--- config.mk ---
export PLATFORM = sky130hd
export DESIGN_NAME = pattern_tx
export DESIGN_NICKNAME = d
export VERILOG_FILES = /design/src/rtl/pattern_tx.sv
export SDC_FILE = /design/constraint.sdc
export NUM_CORES = 1
export LEC_CHECK = 0
export ABC_AREA = 1
export CAP_MARGIN = 30
export CORE_ASPECT_RATIO = 0.9
export CORE_MARGIN = 5
export CORE_UTILIZATION = 40
export CTS_BUF_LIST = sky130_fd_sc_hd__clkbuf_2 sky130_fd_sc_hd__clkbuf_4 sky130_fd_sc_hd__clkbuf_8
export DETAILED_ROUTE_END_ITERATION = 8
export GPL_TIMING_DRIVEN = 0
export PLACE_DENSITY = 0.68
export SLEW_MARGIN = 0
export SYNTH_ARGS = -nofsm -noshare
export SYNTH_HDL_FRONTEND = slang
export SYNTH_SLANG_ARGS = --single-unit
export TNS_END_PERCENT = 5
--- constraint.sdc ---
create_clock -name clk -period 1.8 [get_ports clk]
set_clock_uncertainty 0.2 [all_clocks]
set_input_delay 0.27 -clock clk [delete_from_list [all_inputs] [get_ports clk]]
set_output_delay 0.27 -clock clk [all_outputs]
set_load 0.1 [all_outputs]
--- src/rtl/pattern_tx.sv ---
// pattern_tx: serial frame transmitter.
// Each accepted word goes out as a frame: the 4-bit SYNC pattern (MSB first),
// then DATA_W payload bits (MSB first). With STUFF_EN set, a '1' is inserted
// whenever the last three frame bits since the payload started are 1,0,1, so
// the sync pattern 1010 cannot be mimicked inside the payload or at the tail.
// A one-deep holding buffer lets the next word queue up so frames can run
// back to back.
//
// Ports:
//   clk         rising-edge clock
//   rstn        asynchronous active-low reset
//   din         payload word, sampled on handshake
//   din_valid   payload word offered
//   din_ready   holding buffer empty (handshake on din_valid && din_ready)
//   tx_out      serial line, one bit per clk, registered
//   tx_en       high while tx_out carries a frame bit
//   sync_flag   high while tx_out carries a sync bit
//   stuff_flag  high while tx_out carries a stuffed bit
module pattern_tx #(
   parameter int unsigned DATA_W   = 8,
   parameter logic [3:0]  SYNC     = 4'b1010,
   parameter bit          STUFF_EN = 1'b1,
   parameter logic        IDLE_BIT = 1'b0
) (
   input  logic              clk,
   input  logic              rstn,
   input  logic [DATA_W-1:0] din,
   input  logic              din_valid,
   output logic              din_ready,
   output logic              tx_out,
   output logic              tx_en,
   output logic              sync_flag,
   output logic              stuff_flag
);

   localparam int CW = $clog2(DATA_W + 1);

   // The state register names what is on the line during the current cycle.
   typedef enum logic [1:0] {ST_IDLE, ST_SYNC, ST_DATA, ST_STUFF} state_t;

   state_t            state, state_nx;
   logic              buf_full, buf_full_nx;
   logic [DATA_W-1:0] buf_data;
   logic [DATA_W-1:0] shreg, shreg_nx;
   logic [CW-1:0]     rem, rem_nx;        // payload bits not yet on the line
   logic [1:0]        sync_cnt, sync_cnt_nx;
   logic [1:0]        sync_idx;
   logic [2:0]        hist, hist_nx;      // last frame bits since payload start, incl. current
   logic              tx_nx;
   logic              start;              // launch a frame from the buffer on this edge
   logic              hs;

   assign din_ready = !buf_full;
   assign hs        = din_valid && !buf_full;
   assign sync_idx  = 2'd2 - sync_cnt;

   always_comb begin
      state_nx    = state;
      shreg_nx    = shreg;
      rem_nx      = rem;
      sync_cnt_nx = sync_cnt;
      hist_nx     = hist;
      tx_nx       = IDLE_BIT;
      start       = 1'b0;
      unique case (state)
         ST_IDLE: begin
            if (buf_full) start = 1'b1;
         end
         ST_SYNC: begin
            if (sync_cnt == 2'd3) begin
               state_nx = ST_DATA;
               tx_nx    = shreg[DATA_W-1];
               shreg_nx = shreg << 1;
               rem_nx   = CW'(DATA_W - 1);
               hist_nx  = {2'b00, shreg[DATA_W-1]};
            end else begin
               sync_cnt_nx = sync_cnt + 2'd1;
               tx_nx       = SYNC[sync_idx];
            end
         end
         ST_DATA, ST_STUFF: begin
            // Stuff check comes first so a trailing 1,0,1 still gets its stuff bit.
            if (STUFF_EN && hist == 3'b101) begin
               state_nx = ST_STUFF;
               tx_nx    = 1'b1;
               hist_nx  = {hist[1:0], 1'b1};
            end else if (rem != '0) begin
               state_nx = ST_DATA;
               tx_nx    = shreg[DATA_W-1];
               shreg_nx = shreg << 1;
               rem_nx   = rem - CW'(1);
               hist_nx  = {hist[1:0], shreg[DATA_W-1]};
            end else if (buf_full) begin
               start = 1'b1;
            end else begin
               state_nx = ST_IDLE;
            end
         end
         default: state_nx = ST_IDLE;
      endcase
      // Only a word already in the buffer before this edge can start a frame;
      // one arriving on the same edge waits in the buffer.
      if (start) begin
         state_nx    = ST_SYNC;
         sync_cnt_nx = 2'd0;
         tx_nx       = SYNC[3];
         shreg_nx    = buf_data;
      end
      // start and hs are exclusive: start needs a full buffer, hs an empty one.
      buf_full_nx = start ? 1'b0 : (hs ? 1'b1 : buf_full);
   end

   always_ff @(posedge clk or negedge rstn) begin
      if (!rstn) begin
         state      <= ST_IDLE;
         buf_full   <= 1'b0;
         buf_data   <= '0;
         shreg      <= '0;
         rem        <= '0;
         sync_cnt   <= 2'd0;
         hist       <= 3'b000;
         tx_out     <= IDLE_BIT;
         tx_en      <= 1'b0;
         sync_flag  <= 1'b0;
         stuff_flag <= 1'b0;
      end else begin
         state      <= state_nx;
         buf_full   <= buf_full_nx;
         if (hs) buf_data <= din;
         shreg      <= shreg_nx;
         rem        <= rem_nx;
         sync_cnt   <= sync_cnt_nx;
         hist       <= hist_nx;
         tx_out     <= tx_nx;
         tx_en      <= (state_nx != ST_IDLE);
         sync_flag  <= (state_nx == ST_SYNC);
         stuff_flag <= (state_nx == ST_STUFF);
      end
   end

endmodule

==> summary by stage <==
Outcome
The flow ran to the end, and the final reports show no timing, DRC or antenna violations.

Final layout
The most common library cell in the layout ignoring fill and taps is nand2_1. Relative to the synthesized area, the layout overhead comes to 23.9%. The post-layout net count is 190. The number of antenna diodes in the final layout is 0. Leaving out fill and tap cells, the most frequent cells in the layout are nand2_1 (33), dfrtp_1 (31), nand3_1 (26).

The fraction of final layout cells sized beyond drive strength 1 is 24.9%.

GRT
The first global-routing pass estimated around 4700 um of wire. The aggregate global-route resource usage is 12.8%. The number of antenna violations at the first check in global routing is 0. The via count of the first global-routing pass is 1108. Entering global routing, the biggest net connects 18 pins. After global routing the overflow that remains totals 0.

CTS
The root buffer selected by CTS is clkbuf_8. The clock transition time at the flip-flop clock pins of the worst setup and hold paths is roughly 0.060 ns. The number of buffers created by CTS is 5. The later-pin clock latency in the skew report is 0.28 ns. TritonCTS built the clock tree. The hold-fix buffer count after cts is 0.

The maximum clock path buffer count is 2. The H-tree level count is 2. The number of clock sinks seen by CTS is 32.

Critical path
The critical path data required time is 1.76 ns. The setup path with the least slack is of type flip-flop to flip-flop. The signal on the critical path passes through inv_1 -> ha_2 -> nand3_4 -> nand2_4 -> nand3_4 -> buf_6 -> nand3_1 -> nand3_1.

The startpoint type of the worst setup path is a flip-flop. For this design, the slowest cell found on the critical path is dfrtp_1. The maximum fanout along the worst path is 10. The type of destination of the critical path is a flip-flop. Data arrives at the worst endpoint at between 1.5 and 2 ns. The critical path contains buffers and inverters numbering 2 combined. In this design, the stage delay of the slowest critical-path cell is roughly 0.38 ns.

The cell family contributing the most delay on the critical path is simple AND/OR/NAND/NOR gates. Setup slack on the worst reg-to-reg path comes out at approximately 0.11 ns.

Yosys
The post-synthesis sequential area ratio is a little over half. The number of distinct standard cells referenced by the synthesized netlist is 23. The area of the mapped netlist is 0.00148 mm2. The total of flip-flops plus latches after synthesis is 32. The net count after synthesis is 166. Among all flip-flop cells after synthesis, the most frequent one is dfrtp_1. The number of cells produced by synthesis is 153. After synthesis, the share of flip-flops with an asynchronous set or reset is 100%. Yosys mapped a number of flops with a built-in enable equal to 0. Averaged over all synthesized cells, the footprint is about 9.7 um2.

The number of synthesis warnings is 0.

Floorplanning
The floorplan has 21 rows. The effective utilization at floorplan is about two fifths. Measured along the y axis, the die boundary spans between 60 and 70 um. The core region area is around 0.0037 mm2.

The floorplan step set the die width to about 74 um. In this run the count of I/O pins placed on the die edge is 16. The floorplan step defined a die boundary enclosing 0.00502 mm2.

Routing
In the routed design, unresolved DRC markers number 0. Before antenna repair, the detailed router went through 4 iterations. The count of routing violations after the opening detailed-route iteration is 24. For this block, the routed nets add up to 2760 um of wire.

The final route contains between 1000 and 1500 vias. Dividing the detail-routed wire length by the instance count gives between 10 and 15 um. The number of nets with antenna violations after routing is 0. The routed via count divided by cell count is around 4.8.

Timing
In the post-route analysis, the smallest setup slack over all paths is 0.109 ns. Hold is met by ~0.26 ns. The count of pins over their slew limit is 0.

Setup violations remaining at the end of the flow were counted as 0. Dividing the final minimum period by the clock period gives between 90 and 100%. The transition time at the pin with the least slew margin is approximately 0.81 ns. The number of hold violations in the final report was 0. The worst slew margin relative to its limit is between 40 and 50%.

The highest achievable clock rate is 0.591 GHz. The minimum period implied by the final worst setup slack is between 1.5 and 2 ns.

Pwr
The leakage power total is 0.913 nW. For this design the ratio of total power to cell area is ~1900 mW/mm2. IR analysis of the VDD net gives a maximum drop of 0.831 mV.

Placement
The number of port buffers is 15. The final weighted congestion of routability-driven global placement is between 0.7 and 0.8. Detailed placement ended at an HPWL of 2090 um. The setup slack at placement is -0.388 ns.

Run
The tool flagged a number of max-cap violations equal to 0.

Worst hold path
The worst hold path belongs to the class input pin to async pin.
-- kinds of logic (layout without fill, tap and decap cells) --
kind of cell,after synthesis,in the layout,share of synthesized area (%)
compound gates,12,12,4.31
fa+ha+maj,2,2,1.69
buf+inv,18,42,5.57
flops,32,32,54.1
mux,7,7,5.32
simple gates,82,82,29.1
-- report_power, final --
part	internal [mW]	switching (mW)
combinational	0.596	1.09
clock	0.277	0.244
sequential	1.06	0.214
-- path summary, 6_finish.rpt --
check,startpoint,end,depth (start not counted)
setup / recovery,rem[0],shreg[1],8
hold reg to reg,buf_data[3],shreg[3],2
setup reg to reg,rem[0],shreg[1],8
max in group asynchronous,rstn,buf_full,2
min in group clk,buf_data[3],shreg[3],2
hold / removal,rstn,rem[0],1
-- registers in the layout, summed over array words and instances, names as in the netlist --
register and flops:
shreg 8, tx_out 1, stuff_flag 1, tx_en 1, buf_data 8, buf_full 1, rem 4, hist 3
state 2, sync_flag 1, sync_cnt 2
-- per-stage QoR --
stage / util, % / TNS (ns) / cells / power [mW] / area, um2
final: 50.3 / 0 / 223 / 3.48 / 1840
after global routing: 50.3 / -0.00200 / 223 / 3.76 / 1840
after CTS: 49.6 / 0 / 222 / 3.48 / 1810
after detailed placement: 47.4 / -0.799 / 215 / 2.96 / 1730
after global placement: 46.7 / -10.04 / 214 / 2.87 / 1700
after floorplan: - / -0.378 / 153 / 2.57 / 1500
-- Yosys cell counts, types with 2 or more instances --
library cell | number | share of area, %
nand3_1 | 27 | 9.1
nand2_4 | 2 | 1.5
inv_1 | 12 | 3.0
o21ai_0 | 8 | 2.7
dfrtp_1 | 32 | 54
nand4_1 | 2 | 0.84
nand2_1 | 33 | 8.4
nand2_2 | 3 | 1.3
ha_1 | 2 | 1.7
nor2_1 | 6 | 1.5
a21oi_1 | 3 | 1.0
mux2_2 | 7 | 5.3
buf_6 | 2 | 1.5
nor3_1 | 2 | 0.68
inv_2 | 4 | 1.0
-- worst reg2reg max path: stages (launching register included) --
cell and delay, ns:
dfrtp_1 0.38, inv_1 0.10, ha_2 0.24, nand3_4 0.12
nand2_4 0.12, nand3_4 0.11, buf_6 0.16, nand3_1 0.07
nand3_1 0.08
-- layer usage --
layer / track usage, % / vias up / part of all wire [%]
met4: 7.47 / 0 / 2.0
met3: 5.21 / 6 / 4.8
met1: 14.4 / 494 / 46
li1: - / 553 / -
met5: 0 / - / 0
met2: 20.5 / 22 / 47
-- area by class of cell --
type	instances	area, um2
buffer	2	22.5
fill	338	1820
clock inverter	1	5.00
timing repair buffer	17	188
multi-input combinational	103	621
clock buffer	6	76.3
inverter	16	63.8
sequential	32	802
tap	46	57.6
-- repair_timing --
item	in CTS	in global routing
setup endpoints to repair	5	11
pin swaps	0	1
buffers inserted	0	1
resized for setup	17	4
Power figures use the tool's default switching activity.
